## src/rtl/adder_arbiter.sv

```systemverilog
// Round-robin arbiter sharing one WIDTH-bit adder among NUM_REQ requesters.
// Each grant runs a fixed IDLE -> EXEC -> RESP transaction with a registered result.
module adder_arbiter #(
  parameter int WIDTH   = 16,
  parameter int NUM_REQ = 3,
  parameter int IDX_W   = 2
) (
  input  logic                       clk,
  input  logic                       reset_n,
  input  logic [NUM_REQ-1:0]         req,
  input  logic [NUM_REQ*WIDTH-1:0]   req_A,
  input  logic [NUM_REQ*WIDTH-1:0]   req_B,
  input  logic [NUM_REQ-1:0]         req_sub,
  output logic [WIDTH-1:0]           add_A,
  output logic [WIDTH-1:0]           add_B,
  output logic                       add_sub,
  input  logic [WIDTH-1:0]           add_out,
  output logic [NUM_REQ-1:0]         grant,
  output logic [NUM_REQ-1:0]         done,
  output logic [WIDTH-1:0]           result,
  output logic                       overflow,
  output logic                       busy
);

  typedef enum logic [1:0] {IDLE, EXEC, RESP} state_t;

  localparam logic [IDX_W:0]   NR   = (IDX_W+1)'(NUM_REQ);
  localparam logic [IDX_W-1:0] LAST = IDX_W'(NUM_REQ-1);

  state_t                          state, state_nxt;
  logic [IDX_W-1:0]                rr_ptr, gidx, win;
  logic                            win_vld;
  logic [IDX_W:0]                  cand;
  logic [NUM_REQ-1:0][WIDTH-1:0]   a_arr, b_arr;
  logic                            sa, sb, sr, ovf;

  assign a_arr = req_A;
  assign b_arr = req_B;

  // Scan downward so the candidate nearest rr_ptr is the last (winning) assignment.
  always_comb begin
    win     = '0;
    win_vld = 1'b0;
    cand    = '0;
    for (int k = NUM_REQ-1; k >= 0; k--) begin
      cand = {1'b0, rr_ptr} + (IDX_W+1)'(k);
      if (cand >= NR) cand = cand - NR;
      if (req[cand[IDX_W-1:0]]) begin
        win     = cand[IDX_W-1:0];
        win_vld = 1'b1;
      end
    end
  end

  assign sa  = add_A[WIDTH-1];
  assign sb  = add_B[WIDTH-1];
  assign sr  = add_out[WIDTH-1];
  assign ovf = add_sub ? ((sa != sb) && (sr != sa)) : ((sa == sb) && (sr != sa));

  always_ff @(posedge clk or negedge reset_n) begin
    if (!reset_n) state <= IDLE;
    else          state <= state_nxt;
  end

  always_comb begin
    state_nxt = state;
    case (state)
      IDLE:    if (win_vld) state_nxt = EXEC;
      EXEC:    state_nxt = RESP;
      RESP:    state_nxt = IDLE;
      default: state_nxt = IDLE;
    endcase
  end

  always_comb begin
    busy = (state == EXEC) || (state == RESP);
    done = (state == RESP) ? grant : '0;
  end

  always_ff @(posedge clk or negedge reset_n) begin
    if (!reset_n) begin
      rr_ptr   <= '0;
      gidx     <= '0;
      grant    <= '0;
      add_A    <= '0;
      add_B    <= '0;
      add_sub  <= 1'b0;
      result   <= '0;
      overflow <= 1'b0;
    end else begin
      case (state)
        IDLE: if (win_vld) begin
          add_A   <= a_arr[win];
          add_B   <= b_arr[win];
          add_sub <= req_sub[win];
          grant   <= NUM_REQ'(1) << win;
          gidx    <= win;
        end
        EXEC: begin
          result   <= add_out;
          overflow <= ovf;
        end
        RESP: begin
          grant  <= '0;
          rr_ptr <= (gidx == LAST) ? '0 : gidx + 1'b1;
        end
        default: ;
      endcase
    end
  end

endmodule

```

## config.mk

```make
export PLATFORM = sky130hd
export DESIGN_NAME = adder_arbiter
export DESIGN_NICKNAME = d
export VERILOG_FILES = /design/src/rtl/adder_arbiter.sv
export SDC_FILE = /design/constraint.sdc
export NUM_CORES = 1
export LEC_CHECK = 0
export BUFFER_PORTS_ARGS = -buffer_cell sky130_fd_sc_hd__buf_4
export CORE_ASPECT_RATIO = 0.7
export CORE_UTILIZATION = 40
export CTS_CLUSTER_DIAMETER = 40
export DETAILED_ROUTE_END_ITERATION = 10
export GPL_TIMING_DRIVEN = 1
export PLACE_DENSITY = 0.7
export SYNTH_ARGS = -nofsm -noshare
export SYNTH_HDL_FRONTEND = slang
export SYNTH_SLANG_ARGS = --single-unit
```

## constraint.sdc

```tcl
create_clock -name clk -period 3.28 [get_ports clk]
set_clock_uncertainty 0.2 [all_clocks]
set_input_delay 0.492 -clock clk [delete_from_list [all_inputs] [get_ports clk]]
set_output_delay 0.492 -clock clk [all_outputs]
set_load 0.005 [all_outputs]
```

==> qor.yml, run 1 <==
outcome: "complete, no violations"
cp-start-kind: "flip-flop"
setup_slack_ns: 0.329
worst_path_max_delay_cell: "sky130_fd_sc_hd__a22o_2"
stdcell_count: 664
fin_crit_sh: 0.900
post_synth.cell_area_avg_um2: 10.1
critPathMaxStageDelay_ns: 0.86
achievable-frequency_mhz: 339
overall_die_width_um: 119
crit_fanout: 34
cp_data_required_time_ns: 3.30
synth.top_cells.by_area: "sky130_fd_sc_hd__dfrtp_1, sky130_fd_sc_hd__a211oi_2, sky130_fd_sc_hd__o31ai_2"
drt-vias-per-instance: 5.43
via_count_of_the_first_global_routing_pass: 3603
mappedNetlistNets: 506
timing.critical_path.max_delay_family: "compound AO/OA/AOI/OAI gates"
proportion_of_layout_cells_with_a_drive_suffix_above_1: 0.519
finalNetCount: 663
floorplan.die.height_um: 83.9
syn_inst: 378
floorplan.core_area_mm2: 0.00918
synth-warning-count: 0
finalWeightedCongestion: 0.764
detail-route-antenna-nets: 0
post_synthesis_cell_area_mm2: 0.00384
grt_antenna_before_repair: 0
die-area_mm2: 0.00999
cp-end-kind: "flip-flop"
critical_path_arrival_ns: 2.97
groute.usage.overall: 0.230
detailroute.via_count: 3605
synth-seq-cells: 59
clk_latency_ns: 0.32
clk_buf_depth: 2
type_of_the_worst_min_delay_path: "input port to async pin"
grt_start_max_net_pins: 60
timing.max_slew.rel_slack: 0.314
maximum_capacitance_violations: 0
rows: 29
setup_tns_ns: 0
synth_enable_flop_cells: 0
cts_hold_buf: 0
whs_ns: 0.0492
drt_pass1_iterations: 4
synth.distinct_cells: 44
pre_cts_ws_ns: 0.273
synth_area_leader_cell: "sky130_fd_sc_hd__dfrtp_1"
worstPathCellList: "inv_1, ha_1, a22oi_1, o22ai_4, a22o_2, a211oi_1, o31ai_1"
finalWirelength_um: 11200
power_density_mw_per_mm2: 1020
synth.yosys.seq_area_share: 0.385
timing_worst_setup_path_type: "flip-flop to flip-flop"
tritoncts.num_buffers: 9
cts.htree.levels: 3
finalSetupViolCount: 0
static-leakage-power_nw: 2.60
final_core_utilization: 0.599
drc: 0
cell_with_the_most_instances_after_synthesis: "sky130_fd_sc_hd__dfrtp_1"
grt_overflow_total: 0
final-max-slew-violation-count: 0
routedWlPerCell_um: 16.8
cts_root_buffer: "sky130_fd_sc_hd__clkbuf_16"
portBuffers: 176
dp_hpwl_um: 7900
final.min_clock_period_ns: 2.95
initial_core_util: 0.418
worst-slew-pin-transition_ns: 1.03
design.portCount: 177
post_cts_resized: 0
postSynth.asyncResetShare: 1.00
drt_first_iter_violations: 157
layout.filler_cells: 782
areaGrowthSynthToFinish_pct: 43.4
peakVddDrop_mv: 0.712
clock-sinks: 59
synth_flop_cell: "sky130_fd_sc_hd__dfrtp_1"
place.detailed.instances: 648
tritoncts_clock_tree: "built"
yosys-top-cells-count: "sky130_fd_sc_hd__dfrtp_1, sky130_fd_sc_hd__nand2_1, sky130_fd_sc_hd__inv_1, sky130_fd_sc_hd__nor2_1, sky130_fd_sc_hd__a221oi_1"
n_antenna_cell: 0
postCtsSetupBuffers: 0
rsz0062_at_grt: "no"
first_pass_grt_wire_length_um: 18100
synth_largest_type_area_fraction: 0.385
path_clk_slew_ns: 0.05
hold_viol_final: 0
worst-path-buf-inv: 1
## final cells by class
| class | instances | area, um^2 | share of cell area |
|---|---|---|---|
| Clock buffer | 14 | 254 | 0.0462 |
| Clock inverter | 2 | 35.0 | 0.00637 |
| Timing Repair Buffer | 185 | 1410 | 0.257 |
| Inverter | 37 | 139 | 0.0253 |
| Multi-Input combinational cell | 243 | 2030 | 0.369 |
| Sequential cell | 59 | 1480 | 0.268 |
| Tap cell | 124 | 155 | 0.0282 |
## metal layers
layer / routed length, um / track usage
met5: 0 / 0
met4: 78 / 0.0552
met3: 930 / 0.0622
met2: 5160 / 0.372
met1: 5000 / 0.306
## report_power, final
| part | internal, mW | switching, mW |
|---|---|---|
| combinational | 1.57 | 1.77 |
| clock | 0.608 | 0.312 |
| sequential | 1.11 | 0.224 |
## cells in the final DEF (no fill, tap or decap), types with 3 or more instances in the layout
cell type / instances
sky130_fd_sc_hd__a211oi_2: 29
sky130_fd_sc_hd__dfrtp_1: 59
sky130_fd_sc_hd__a211oi_1: 4
sky130_fd_sc_hd__nor2_1: 36
sky130_fd_sc_hd__clkbuf_16: 9
sky130_fd_sc_hd__nor2b_1: 3
sky130_fd_sc_hd__a21oi_1: 3
sky130_fd_sc_hd__and2_1: 3
sky130_fd_sc_hd__nand2b_1: 3
sky130_fd_sc_hd__o21ai_0: 3
sky130_fd_sc_hd__a221oi_1: 33
sky130_fd_sc_hd__inv_1: 37
sky130_fd_sc_hd__clkbuf_1: 4
sky130_fd_sc_hd__buf_4: 183
sky130_fd_sc_hd__mux2_2: 18
sky130_fd_sc_hd__nand2_1: 38
sky130_fd_sc_hd__ha_1: 8
sky130_fd_sc_hd__o31ai_1: 4
sky130_fd_sc_hd__o31ai_2: 29
## kinds of logic after synthesis
logic type	after synthesis	share of synthesized area
buffers and inverters	76	0.0913
multiplexers	21	0.0616
flip-flops	59	0.385
AO/OA/AOI/OAI	124	0.333
XOR/XNOR	1	0.00228
AND/OR/NAND/NOR	89	0.101
adder cells (fa/ha/maj)	8	0.0261
## worst paths after layout
| check | start | to | slack (ns) | depth (start not counted) |
|---|---|---|---|---|
| max in group asynchronous | reset_n | rr_ptr[1] | 2.34 | 1 |
| worst max register to register | rr_ptr[0] | add_A[8] | 0.33 | 7 |
| min in group clk | add_out[6] | result[6] | 0.21 | 2 |
| worst min-delay path | reset_n | result[3] | 0.05 | 1 |
| worst min register to register | add_A[9] | add_A[9] | 0.28 | 2 |
| worst max-delay path | rr_ptr[0] | add_A[8] | 0.33 | 7 |
## registers in the layout, indices dropped and copies added, names as in the netlist
name	count
state	2
gidx	2
add_A	16
rr_ptr	2
grant	3
add_B	16
add_sub	1
overflow	1
result	16
## per-stage QoR
| stage | power (mW) | cell area [um^2] |
|---|---|---|
| after global placement | 4.63 | 5210 |
| final | 5.59 | 5500 |
| after global routing | 6.01 | 5500 |
| after floorplan | 3.63 | 3840 |
| after CTS | 5.65 | 5500 |
| after detailed placement | 4.72 | 5210 |
Note: power is estimated with default switching activity, not from simulation.
==> run 2, diff against run 1 <==
--- a/config.mk
+++ b/config.mk
@@ -6,4 +6,5 @@
 export NUM_CORES = 1
 export LEC_CHECK = 0
+export ABC_CLOCK_PERIOD_IN_PS = 3280
 export BUFFER_PORTS_ARGS = -buffer_cell sky130_fd_sc_hd__buf_4
 export CORE_ASPECT_RATIO = 0.7
==> constraint.sdc (replaced) <==
create_clock -name clk -period 3.28 [get_ports clk]
set_clock_uncertainty 0.2 [all_clocks]
set_input_delay 0.164 -clock clk [delete_from_list [all_inputs] [get_ports clk]]
set_output_delay 0.164 -clock clk [all_outputs]
set_load 0.005 [all_outputs]
==> qor.yml, run 2 (synthesis gave the netlist of run 1 again) <==
first_pass_grt_wire_length_um: 19300
finalWeightedCongestion: 0.764
timing.reg2reg.setup_slack_ns: 0.33
setup_tns_ns: 0
cts.htree.levels: 3
tritoncts.num_buffers: 9
stdcell_count: 714
final_cell_mix: "sky130_fd_sc_hd__buf_4, sky130_fd_sc_hd__dfrtp_1, sky130_fd_sc_hd__dlygate4sd3_1"
timing.critical_path.max_delay_family: "compound AO/OA/AOI/OAI gates"
outcome: "complete, no violations"
critPathMaxStageDelay_ns: 0.86
pre_cts_ws_ns: 0.273
static-leakage-power_nw: 2.81
finalWirelength_um: 12100
drt-vias-per-instance: 5.32
cp-end-kind: "flip-flop"
grt_start_max_net_pins: 60
critical_path_arrival_ns: 2.97
worst-path-buf-inv: 1
timing.hold.worst_endpoint: "add_B[11]"
place.detailed.instances: 648
floorplan.die.height_um: 83.9
final-max-slew-violation-count: 0
grt_overflow_total: 0
peakVddDrop_mv: 0.712
clk_latency_ns: 0.32
worstSetupStartpoint: "rr_ptr[0]"
cp_data_required_time_ns: 3.30
hold_viol_final: 0
overall_die_width_um: 119
critical_path.reg2reg.endpoint: "add_A[8]"
detailroute.via_count: 3802
power.total_mw: 5.67
drc: 0
fin_crit_sh: 0.899
maximum_capacitance_violations: 0
design.portCount: 177
areaGrowthSynthToFinish_pct: 56.4
portBuffers: 176
worstPathCellList: "inv_1, ha_1, a22oi_1, o22ai_4, a22o_2, a211oi_1, o31ai_1"
grt_antenna_before_repair: 0
floorplan.core_area_mm2: 0.00918
drt_pass1_iterations: 4
rsz0062_at_grt: "no"
hold_start: "req_B[27]"
layout.cells.most_common: "sky130_fd_sc_hd__buf_4"
die-area_mm2: 0.00999
drt_first_iter_violations: 165
initial_core_util: 0.418
routedWlPerCell_um: 16.9
achievable-frequency_mhz: 339
via_count_of_the_first_global_routing_pass: 3887
worst-slew-pin-transition_ns: 1.03
power_density_mw_per_mm2: 945
clk_buf_depth: 2
rr_startpoint: "rr_ptr[0]"
dp_hpwl_um: 7900
finalNetCount: 713
finalSetupViolCount: 0
cts_root_buffer: "sky130_fd_sc_hd__clkbuf_16"
type_of_the_worst_min_delay_path: "input port to flip-flop"
detail-route-antenna-nets: 0
cp-start-kind: "flip-flop"
groute.usage.overall: 0.246
crit_fanout: 34
timing_worst_setup_path_type: "flip-flop to flip-flop"
timing.max_slew.rel_slack: 0.313
r2r_cells: 7
top_regs: "add_A x16, add_B x16, result x16"
n_antenna_cell: 0
clock-sinks: 59
min_path_cells: 3
final.min_clock_period_ns: 2.95
tritoncts_clock_tree: "built"
rows: 29
path_clk_slew_ns: 0.05
worst_path_max_delay_cell: "sky130_fd_sc_hd__a22o_2"
setup_slack_ns: 0.332
proportion_of_layout_cells_with_a_drive_suffix_above_1: 0.475
## run 2: area by class of cell
type                    instances  area, um^2
clock inverters                 2        35.0
clock buffers                  14         254
well taps                     124         155
flip-flops and latches         59        1480
inverters                      37         139
repair buffers                235        1910
fillers                       715        3180
multi-input cells             243        2030
## run 2: repair_timing
action | CTS | global route
resized for setup | 0 | 0
setup buffers | 0 | 0
hold buffers | 50 | 0
hold endpoints to repair | 109 | 0
## run 2: power by group
part	internal [mW]	total (mW)	switching [mW]
combinational	1.61	3.41	1.80
sequential	1.11	1.34	0.235
clock	0.608	0.920	0.312
## run 2: worst register-to-register path, delay by kind of cell (launching register included)
kind	cells	cell delay, ns
buf+inv	1	0.09
fa+ha+maj	1	0.47
flops	1	0.37
compound gates	5	1.72
## run 2: per-stage QoR
step / hold slack (ns) / utilization / instance area, um^2
after global placement: 0.0798 / 0.568 / 5210
after floorplan: -0.332 / - / 3840
after detailed placement: 0.0909 / 0.568 / 5210
final: 0.00882 / 0.654 / 6000
after CTS: 0.00129 / 0.654 / 6000
after global routing: 0.00994 / 0.654 / 6000
## run 2: how the worst max path moves through the flow
| stage | cells after the start | end |
|---|---|---|
| CTS | 7 | add_A[8] |
| detailed placement | 7 | add_A[8] |
| floorplan | 10 | add_B[0] |
| finish | 7 | add_A[8] |
| global route | 7 | add_A[10] |
| global placement | 7 | add_A[9] |
## run 2: metal layers
| layer | up-vias | global-route usage | wire (um) |
|---|---|---|---|
| li1 | 1791 | - | - |
| met1 | 1809 | 0.314 | 5350 |
| met2 | 192 | 0.419 | 5640 |
| met3 | 10 | 0.0608 | 965 |
| met4 | 0 | 0.0587 | 106 |
| met5 | - | 0 | 0 |
